===== config.mk =====
export PLATFORM = sky130hd
export DESIGN_NAME = unary_stream_decoder
export DESIGN_NICKNAME = d
export VERILOG_FILES = /design/src/rtl/unary_pkg.sv /design/src/rtl/unary_lane_counter.sv /design/src/rtl/unary_stream_decoder.sv
export SDC_FILE = /design/constraint.sdc
export NUM_CORES = 1
export LEC_CHECK = 0
export CAP_MARGIN = 10
export CORE_ASPECT_RATIO = 1.5
export CORE_UTILIZATION = 42
export CTS_CLUSTER_SIZE = 8
export DETAILED_ROUTE_END_ITERATION = 6
export PLACE_DENSITY = 0.68
export SYNTH_ARGS = -nofsm -noshare
export SYNTH_HDL_FRONTEND = slang
export SYNTH_SLANG_ARGS = --single-unit

===== constraint.sdc =====
create_clock -name clk -period 1.53 [get_ports clk]
set_input_delay 0.306 -clock clk [delete_from_list [all_inputs] [get_ports clk]]
set_output_delay 0.306 -clock clk [all_outputs]
set_load 0.005 [all_outputs]

===== src/rtl/unary_pkg.sv =====
// Shared types and sizing for the unary stream decoder slice.
package unary_pkg;

  typedef enum logic [1:0] {
    IDLE  = 2'd0,
    COUNT = 2'd1,
    DONE  = 2'd2
  } state_t;

  // A window of 2**win_w samples needs one extra bit so an all-ones lane reads back exactly 2**win_w.
  function automatic int unsigned count_width(input int unsigned win_w);
    return win_w + 1;
  endfunction

endpackage


===== src/rtl/unary_lane_counter.sv =====
// One lane: counts ones in the window and flags a non-temporal (1..0..1) shape.
module unary_lane_counter
  import unary_pkg::*;
#(
  parameter int unsigned WIN_W = 4
) (
  input  logic                              clk,
  input  logic                              reset_n,
  input  logic                              clear,
  input  logic                              sample_en,
  input  logic                              bit_in,
  output logic [count_width(WIN_W)-1:0]     count,
  output logic                              err
);
  localparam int unsigned CW = count_width(WIN_W);

  logic [CW-1:0] count_q;
  logic          err_q;
  logic          prev_q;
  logic          fell_q;

  // prev_q starts at 0, so the first sample of a window can never register a fall.
  always_ff @(posedge clk) begin
    if (!reset_n) begin
      count_q <= '0;
      err_q   <= 1'b0;
      prev_q  <= 1'b0;
      fell_q  <= 1'b0;
    end else if (clear) begin
      count_q <= '0;
      err_q   <= 1'b0;
      prev_q  <= 1'b0;
      fell_q  <= 1'b0;
    end else if (sample_en) begin
      count_q <= count_q + CW'(bit_in);
      prev_q  <= bit_in;
      if (prev_q && !bit_in) fell_q <= 1'b1;
      // Once a fall was seen the line is at 0, so any later 1 is a rise after a fall.
      if (fell_q && bit_in) err_q <= 1'b1;
    end
  end

  always_comb begin
    count = count_q;
    err   = err_q;
  end

endmodule


===== src/rtl/unary_stream_decoder.sv =====
// Window-based decoder of LANES temporal/unary bit streams into per-lane counts.
module unary_stream_decoder
  import unary_pkg::*;
#(
  parameter int unsigned LANES = 4,
  parameter int unsigned WIN_W = 4
) (
  input  logic                      clk,
  input  logic                      reset_n,
  input  logic                      start,
  input  logic [LANES-1:0]          bits_in,
  input  logic                      bits_valid,
  input  logic                      out_ready,
  output logic                      busy,
  output logic                      out_valid,
  output logic [LANES-1:0][WIN_W:0] out,
  output logic [LANES-1:0]          err
);
  state_t           state_q, state_d;
  logic [WIN_W-1:0] samp_q;
  logic             clear;
  logic             sample_en;
  logic             last_sample;

  always_ff @(posedge clk) begin
    if (!reset_n) state_q <= IDLE;
    else          state_q <= state_d;
  end

  always_comb begin
    state_d     = state_q;
    clear       = 1'b0;
    sample_en   = 1'b0;
    last_sample = &samp_q;
    unique case (state_q)
      IDLE: begin
        if (start) begin
          clear   = 1'b1;
          state_d = COUNT;
        end
      end
      COUNT: begin
        sample_en = bits_valid;
        if (bits_valid && last_sample) state_d = DONE;
      end
      DONE: begin
        if (out_ready) begin
          if (start) begin
            clear   = 1'b1;
            state_d = COUNT;
          end else begin
            state_d = IDLE;
          end
        end
      end
      default: state_d = IDLE;
    endcase
  end

  // Sample counter wraps to 0 on the window's final sample; DONE is driven by the all-ones compare.
  always_ff @(posedge clk) begin
    if (!reset_n)       samp_q <= '0;
    else if (clear)     samp_q <= '0;
    else if (sample_en) samp_q <= samp_q + WIN_W'(1);
  end

  for (genvar i = 0; i < LANES; i++) begin : g_lane
    unary_lane_counter #(
      .WIN_W (WIN_W)
    ) u_lane (
      .clk       (clk),
      .reset_n   (reset_n),
      .clear     (clear),
      .sample_en (sample_en),
      .bit_in    (bits_in[i]),
      .count     (out[i]),
      .err       (err[i])
    );
  end

  always_comb begin
    busy      = (state_q == COUNT);
    out_valid = (state_q == DONE);
  end

endmodule


### Word-level counts from Yosys, hierarchy flattened

Index checks and enable logic that the tools add are counted.

| word-level totals | value |
|---|---|
| bits in registers | 38 |
| output and inout bits | 26 |
| logic and storage cells | 63 |
| input port bits | 9 |

| cells by class | value |
|---|---|
| bitwise logic cells | 1 |
| reductions and logical operators | 25 |
| mux-type cells | 9 |
| equality and inequality tests | 5 |
| add/subtract/negate cells | 5 |

Operators by type and width:

| cell | count |
|---|---|
| $add A5 B1 Y5 | 4 |
| $reduce_and A2 Y1 | 8 |
| $logic_and A1 B1 Y1 | 9 |
| $mux W2 | 3 |
| $pmux W2 S3 | 1 |
| $add A4 B1 Y4 const B | 1 |
| $logic_not A1 Y1 | 4 |
| $mux W1 | 4 |
| $ne A2 B2 Y1 const B | 2 |
| $reduce_and A4 Y1 | 1 |
| $reduce_and A3 Y1 | 1 |
| $eq A2 B1 Y1 const B | 1 |
| $eq A2 B2 Y1 const B | 1 |
| $logic_not A2 Y1 | 1 |
| $ne A2 B1 Y1 const B | 1 |
| $pmux W1 S2 | 1 |
| $reduce_or A2 Y1 | 1 |
| $not A1 Y1 | 1 |

### Depth between registers and ports, before layout

Gate-level depths: netlist (run 1).

| logic depth | value |
|---|---|
| word-level depth | 4 |
| mapped depth | 6 |
| mapped depth without buffers | 5 |

### Hierarchy

Synthesis (run 1) repeated with hierarchy kept, for this count alone.

| second synthesis, totals | value |
|---|---|
| cell total of the unflattened synthesis | 170 |
| area, all modules | 1720.4 um^2 |

Modules (own cells, without submodules):

| module | cells an instance | area an instance (um^2) | times used |
|---|---|---|---|
| unary_lane_counter | 34 | 351.6 | 4 |
| unary_stream_decoder | 34 | 314.1 | 1 |

### Worst setup path before layout (run 1)

OpenSTA, ideal clock, no wires.

| path | value |
|---|---|
| path type | reg-to-reg |
| from | reg g_lane[1].u_lane.count_q[0] |
| to | reg g_lane[1].u_lane.count_q[4] |
| clock period less this slack | 1.320 ns |
| arrival time | 1.250 ns |
| cell stages (with the launch flop) | 6 |
| setup slack | 0.210 ns |
| cell sequence | dfxtp_1 -> ha_1 -> ha_1 -> nand4b_1 -> or3_1 -> a21oi_1 |

| on the way | value |
|---|---|
| cells in the longest elaborated chain, start to end | 1 |

Ends and longest elaborated chain:

| element | line | source |
|---|---|---|
| from (decl) | unary_lane_counter.sv:17 | `logic [CW-1:0] count_q;` |
| from (signal assigned) | unary_lane_counter.sv:35 | `count_q <= count_q + CW'(bit_in);` |
| $add A5 B1 Y5 | unary_lane_counter.sv:35 |  |

Every way passes these cells.
A chain may end at the register's enable or synchronous reset.

### Worst setup path after layout (run 1)

| path | value |
|---|---|
| from | in bits_valid |
| to | reg g_lane[3].u_lane.count_q[4] |

| on the way | value |
|---|---|
| cells in the longest elaborated chain, start to end | 1 |

Ends and longest elaborated chain:

| element | line | source |
|---|---|---|
| from (decl) | unary_stream_decoder.sv:12 | `input logic bits_valid,` |
| $mux W1 | unary_stream_decoder.sv:35 | `unique case (state_q)` |
| to (signal assigned) | unary_lane_counter.sv:35 |  |
| to (decl) | unary_lane_counter.sv:17 |  |

Every way passes these cells.

==> results.ini, run 1 <==
[run_status]
status=finished, final reports clean

[routing]
detail_route.wl_per_cell_um=12.1
drt_iter0_drc=19
post_drt_via_cell_ratio=5.09
vias=1440
totalWireLength_um=3430
dr.pass1.iters=4
ant_nets=0
drc=0

[clocking]
clk_pin_slew_ps=70
h-tree-depth=2
cts.sinks=38
cts_tree=yes
cts_buffers=5
clk_latency_ps=300
cts_hold_buf=0
clockBufferDepth=2
clockRootBuffer=clkbuf_8

[critical_path]
r2r-end=g_lane[2].u_lane.count[4]
cp.arrival_ps=1730
r2r-start=state_q[1]
critical_path_class=in -> reg
crit_path_max_fanout=5
crit_path_end_kind=flip-flop
startpoint_type=input port
required_ps=1760
reg2reg_slack_ps=70
worstRegToRegCells=5

[hold_path]
hold_class=in -> reg
min_from=bits_in[0]
hold-path-endpoint=g_lane[0].u_lane.err
hold_path_depth=4

[final_layout]
final_nets=257
regArea_um2=777
num-fill-cells=324
layout-drive-gt1-share_pct=24.2
syn2layout_area_growth_pct=36.2
multi_input_comb_area_um2=831
final_area_um2=2290
num_antenna_cells=0

[synthesis]
synth_seq_area_share_pct=45.2
syn_inst=190
synthTopCellsByArea=dfxtp_1, ha_1, nand2_1, a21oi_1, or3_1
yosys_warnings=0
ys_types=29
synth_area_per_cell_um2=8.85
synth_seq_cells=38
synth_nets=208
syn-cell-area_um2=1680
netlist.area_leader.share_pct=45.2
synth_top_area_cell=dfxtp_1

[global_route]
grt_pass1_wl_um=5250
grt.overflow.total=0
antenna_found_initial=0
track_usage_pct=17.6
grt_pass1_vias=1197
grt_start_max_net_pins=37

[pwr]
swShare_pct=23.8
total_power_mw=1.89
power_frac_clock_pct=38.0
peakVddDrop_v=0.000706
combPwrFrac_pct=8.9
seq_power_share_pct=53.1
power_per_cell_area_nw_per_um2=826
p_int_mw=1.44
total_leakage_power_nw=0.902
switchingPower_mw=0.451

[place]
dp_hpwl_um=2270
gp_congestion=0.697
io_buffers=34
placed_cell_area_um2=2130

[floorplanning]
core-area_um2=3750
die_w_um=53.7
ios=35
die_y_um=79.5
num_rows=27
floorplan.initialDensity_pct=44.8
dieArea_um2=4270

[sta]
setup_viol=0
finalSetupTns_ps=0
finalCritPeriodShare_pct=98.2
skew_ps=8.82
slew-limit-headroom_pct=79.8
finalHoldViolations=0
min_period_ps=1500
finalMaxSlewViolations=0
tightest_slew_ps=303
max_freq_mhz=666

[run]
maxCapViolCount=0

## through the flow
| step | utilization, % | cells | hold slack, ps | worst slack [ps] |
|---|---|---|---|---|
| floorplan | - | 190 | 424 | 210 |
| global placement | 56.7 | 271 | 448 | -327 |
| detailed placement | 56.7 | 271 | 450 | -367 |
| CTS | 59.7 | 281 | 460 | 1.30 |
| global route | 61.1 | 283 | 435 | -2.36 |
| finish | 61.1 | 283 | 427 | 28.0 |
## placed cells by master, fill, tap and decap left out, drive strengths merged
master,netlist,layout
nor2b,3,3
buf,13,21
ha,9,9
nand4,1,1
clkbuf,1,8
o21ai,12,12
nand4b,3,3
dlymetal6s2s,0,4
nand3,7,7
nand3b,2,3
o21a,1,1
clkdlybuf4s50,0,26
inv,7,7
dfxtp,38,38
nand2,29,29
or3,11,11
nor3b,1,1
a221oi,1,1
dlygate4sd2,0,3
xnor2,1,1
a21oi,24,24
xor2,3,3
nor2,12,12
a31oi,8,8
and2b,1,1
clkinv,0,1
nand2b,1,1
and3b,1,1
## worst max-delay path, stage by stage
cell and delay (ps):
clkdlybuf4s50_1 640, buf_4 180, nand4b_1 120, or3_1 360, a21oi_1 130
## how the worst max path moves through the flow
stage	from	endpoint	slack, ps	depth (start not counted)
finish	bits_valid	g_lane[3].u_lane.count[4]	30	5
global route	bits_valid	g_lane[1].u_lane.count[4]	-2	5
CTS	g_lane[3].u_lane.count[1]	out[16]	1	1
detailed placement	bits_in[3]	g_lane[3].u_lane.count[4]	-370	6
global placement	bits_in[3]	g_lane[3].u_lane.count[4]	-330	6
floorplan	g_lane[1].u_lane.count[0]	g_lane[1].u_lane.count[4]	210	5
## Yosys cell counts
master,number
nand2b_4,1
inv_1,7
nor2b_1,3
nand3b_4,1
o21ai_4,1
nand3_1,7
buf_4,6
clkbuf_1,1
ha_1,9
dfxtp_1,38
nand4b_1,3
nor3b_1,1
xor2_1,3
buf_6,2
xnor2_1,1
a221oi_1,1
nand3b_1,1
a21oi_2,5
buf_2,5
o21a_1,1
nand4_1,1
a31oi_1,8
nor2_1,12
and3b_1,1
a21oi_1,19
nand2_1,29
o21ai_0,11
and2b_1,1
or3_1,11
## logic make-up after synthesis
| logic type | share of synthesized area (%) |
|---|---|
| simple gates | 22.2 |
| compound gates | 16.4 |
| flops | 45.2 |
| buf+inv | 7.29 |
| fa+ha+maj | 6.70 |
| xor+xnor | 2.08 |
## flip-flops by register name (all words and copies together), names as in the netlist
signal                flops
state_q                   2
g_lane.u_lane.prev_q      4
g_lane.u_lane.fell_q      4
samp_q                    4
g_lane.u_lane.count      20
g_lane.u_lane.err         4
## power by group through the flow
stage                     registers, mW  clock network [mW]  logic, mW
after floorplan                    1.03                   0     0.0854
after global placement             1.03                   0      0.163
after detailed placement           1.03                   0      0.164
after CTS                          1.00               0.742      0.166
after global routing               1.00               0.794      0.185
final                              1.00               0.719      0.168
## area by class of cell
cell class              count  area share, %
clock buffers               7           3.77
clock inverters             1          0.218
inverters                   7           1.15
multi-input cells         132           36.3
flip-flops and latches     38           33.9
well taps                  43           2.35
repair buffers             55           22.3
## repair_timing
| action | in CTS | in global routing |
|---|---|---|
| gates resized for setup | 10 | 20 |
| buffers inserted | 2 | 1 |
| pin swaps | 0 | 3 |
| gates cloned | 0 | 1 |
| endpoints found under the setup margin | 7 | 20 |
## routing by layer
| layer | GRT usage, % | wire [um] | part of all wire [%] | up-vias |
|---|---|---|---|---|
| met4 | 11.1 | 80 | 2.3 | 0 |
| met3 | 6.67 | 168 | 4.9 | 6 |
| met2 | 27.3 | 1680 | 49 | 28 |
| met1 | 19.3 | 1510 | 44 | 657 |
| met5 | 0 | 0 | 0 | - |
| li1 | - | - | - | 749 |
(Power assumes the default switching activity.)
==> run 2, diff against run 1 <==
Settings changed: CORE_UTILIZATION 42 to 45, PLACE_DENSITY 0.68 to 0.72.
==> results.ini, run 2 (synthesis gave the netlist of run 1 again) <==
[routing]
dr.pass1.iters=4  ; unchanged
drt_iter0_drc=31  ; was 19
detail_route.wl_per_cell_um=13.0  ; was 12.1 um
ant_nets=0  ; unchanged
vias=1480  ; was 1,440
totalWireLength_um=3630  ; was 3430 um
post_drt_via_cell_ratio=5.30  ; was 5.09
drc=0  ; unchanged

[sta]
rsz0062_at_grt=true
finalHoldViolations=0  ; unchanged
tightest_slew_ps=252  ; was 303 ps
setup_viol=0  ; unchanged
max_freq_mhz=664  ; was 666 MHz
slew-limit-headroom_pct=83.0  ; was 79.8%
finalCritPeriodShare_pct=98.4  ; was 98.2%
layout_setup_ws_ps=24.3  ; was 28.0 ps
finalMaxSlewViolations=0  ; unchanged
min_period_ps=1510  ; was 1500 ps
skew_ps=5.40  ; was 8.82 ps

[final_layout]
layout_common_cells=nand2_1, clkdlybuf4s50_1, dfxtp_1, a21oi_1, buf_4  ; was nand2_1, clkdlybuf4s50_1, dfxtp_1, buf_4, a21oi_1
layout-drive-gt1-share_pct=23.2  ; was 24.2%
stdcell_count=279  ; was 283
num_antenna_cells=0  ; unchanged
final_nets=254  ; was 257
largest_reg_flops=20  ; unchanged
syn2layout_area_growth_pct=36.7  ; was 36.2%

[clocking]
cts.sinks=38  ; unchanged
clockBufferDepth=2  ; unchanged
cts_hold_buf=0  ; unchanged
cts_tree=yes  ; unchanged
h-tree-depth=2  ; unchanged
clk_latency_ps=290  ; was 300 ps
clockRootBuffer=clkbuf_8  ; unchanged
clk_pin_slew_ps=80  ; was 70 ps
cts_buffers=5  ; unchanged

[critical_path]
startpoint_type=input port  ; unchanged
r2r-end=g_lane[3].u_lane.count[4]  ; was g_lane[2].u_lane.count[4]
slowest_delay_ps=490  ; was 640 ps
crit_path_end_kind=flip-flop  ; unchanged
cp_num_cells=6  ; was 5
r2r-start=g_lane[3].u_lane.count[0]  ; was state_q[1]
endpoint=g_lane[2].u_lane.count[2]  ; was g_lane[3].u_lane.count[4]
reg2reg_slack_ps=160  ; was 70 ps
cp_cell_sequence=clkdlybuf4s50_1 > ha_2 > ha_1 > inv_1 > or3_4 > a21oi_2  ; was clkdlybuf4s50_1 > buf_4 > nand4b_1 > or3_1 > a21oi_1
critical_path_class=in -> reg  ; unchanged
startpoint=bits_in[2]  ; was bits_valid
critPathTopFamily=buffers and inverters  ; unchanged
crit_path_top_delay_cell=clkdlybuf4s50_1  ; unchanged
crit_buf_inv=2  ; unchanged
crit_path_max_fanout=2  ; was 5
worstRegToRegCells=5  ; unchanged
required_ps=1750  ; was 1760 ps
cp.arrival_ps=1720  ; was 1730 ps

[pwr]
swShare_pct=23.5  ; was 23.8%
switchingPower_mw=0.441  ; was 0.451 mW
seq_power_share_pct=53.3  ; was 53.1%
p_int_mw=1.44  ; about the same
power_frac_clock_pct=37.7  ; was 38.0%
power_per_cell_area_nw_per_um2=818  ; was 826 nW/um2
peakVddDrop_v=0.000635  ; was 0.000706 V
total_leakage_power_nw=0.863  ; was 0.902 nW
combPwrFrac_pct=9.0  ; was 8.9%

[floorplanning]
floorplan.initialDensity_pct=48.3  ; was 44.8%
ios=35  ; unchanged
core-area_um2=3480  ; was 3750 um2
die_w_um=51.9  ; was 53.7 um
die_y_um=76.9  ; was 79.5 um
dieArea_um2=3990  ; was 4270 um2
num_rows=26  ; was 27

[place]
dp_hpwl_um=2600  ; was 2270 um
gp_congestion=0.709  ; was 0.697
dp.cells=269  ; was 271
dpl_worst_slack_ps=-378  ; was -367 ps
io_buffers=34  ; unchanged

[hold_path]
hold_class=in -> reg  ; unchanged

[global_route]
grt_pass1_wl_um=6010  ; was 5250 um
antenna_found_initial=0  ; unchanged
track_usage_pct=20.0  ; was 17.6%
grt.overflow.total=0  ; unchanged
grt_start_max_net_pins=25  ; was 37
grt_pass1_vias=1443  ; was 1,197

[run_status]
status=finished, final reports clean  ; unchanged

[run]
maxCapViolCount=0  ; unchanged

[run 2: cell types whose count changed in the layout (fill, tap and decap cells not counted), moves of 2 or more]
cell / change
ha_1: +2
ha_2: -3
dfxtp_4: +2
buf_4: -3
dfxtp_2: -3
dlymetal6s2s_1: -3
clkdlybuf4s50_1: +3
[run 2: how the worst min path moves through the flow]
stage	start	to	cells past startpoint
after global placement	g_lane[3].u_lane.prev_q	g_lane[3].u_lane.prev_q	2
after CTS	bits_in[3]	g_lane[3].u_lane.prev_q	3
final	bits_in[3]	g_lane[3].u_lane.prev_q	3
after detailed placement	g_lane[0].u_lane.prev_q	g_lane[0].u_lane.prev_q	2
after floorplan	reset_n	state_q[1]	1
after global routing	bits_in[3]	g_lane[3].u_lane.prev_q	3
[run 2: power groups by stage]
stage                     registers, mW  clock network, mW  logic [mW]
after floorplan                    1.03                  0      0.0854
after global placement             1.03                  0       0.156
after detailed placement           1.03                  0       0.162
after CTS                          1.00              0.731       0.170
after global routing               1.00              0.774       0.185
final                              1.00              0.708       0.169
[run 2: repair_timing]
item                       in CTS  in global routing
pin swaps                       0                  1
resized for setup               9                 19
setup endpoints to repair       5                 13
buffers inserted                2                  0
[run 2: worst min-delay path, stage by stage]
cell	delay (ps)
dlygate4sd2_1	270
nand2_1	70
a21oi_1	50
[run 2: final cells by class]
class                      count  area (um2)
sequential                    38         781
clock inverter                 2        12.5
tap                           42        52.6
timing repair buffer          53         505
inverter                       7        26.3
multi-input combinational    131         838
fill                         297        1180
clock buffer                   6        82.6
[run 2: per-layer routing]
layer | vias to the layer above | GRT usage [%] | share of wire (%)
li1 | 740 | - | -
met1 | 702 | 19.5 | 41
met2 | 31 | 36.7 | 53
met3 | 7 | 5.95 | 4.0
met4 | 0 | 8.65 | 1.7
met5 | - | 0 | 0
[run 2: through the flow]
| stage | total power [mW] | hold WS [ps] | util, % | area (um2) | TNS [ps] |
|---|---|---|---|---|---|
| after floorplan | 1.11 | 424 | - | 1680 | 0 |
| after detailed placement | 1.19 | 457 | 61.2 | 2130 | -6980 |
| final | 1.88 | 451 | 66.0 | 2300 | 0 |
| after CTS | 1.90 | 452 | 64.5 | 2240 | 0 |
| after global routing | 1.96 | 464 | 66.0 | 2300 | -42.1 |
| after global placement | 1.19 | 443 | 61.2 | 2130 | -5780 |
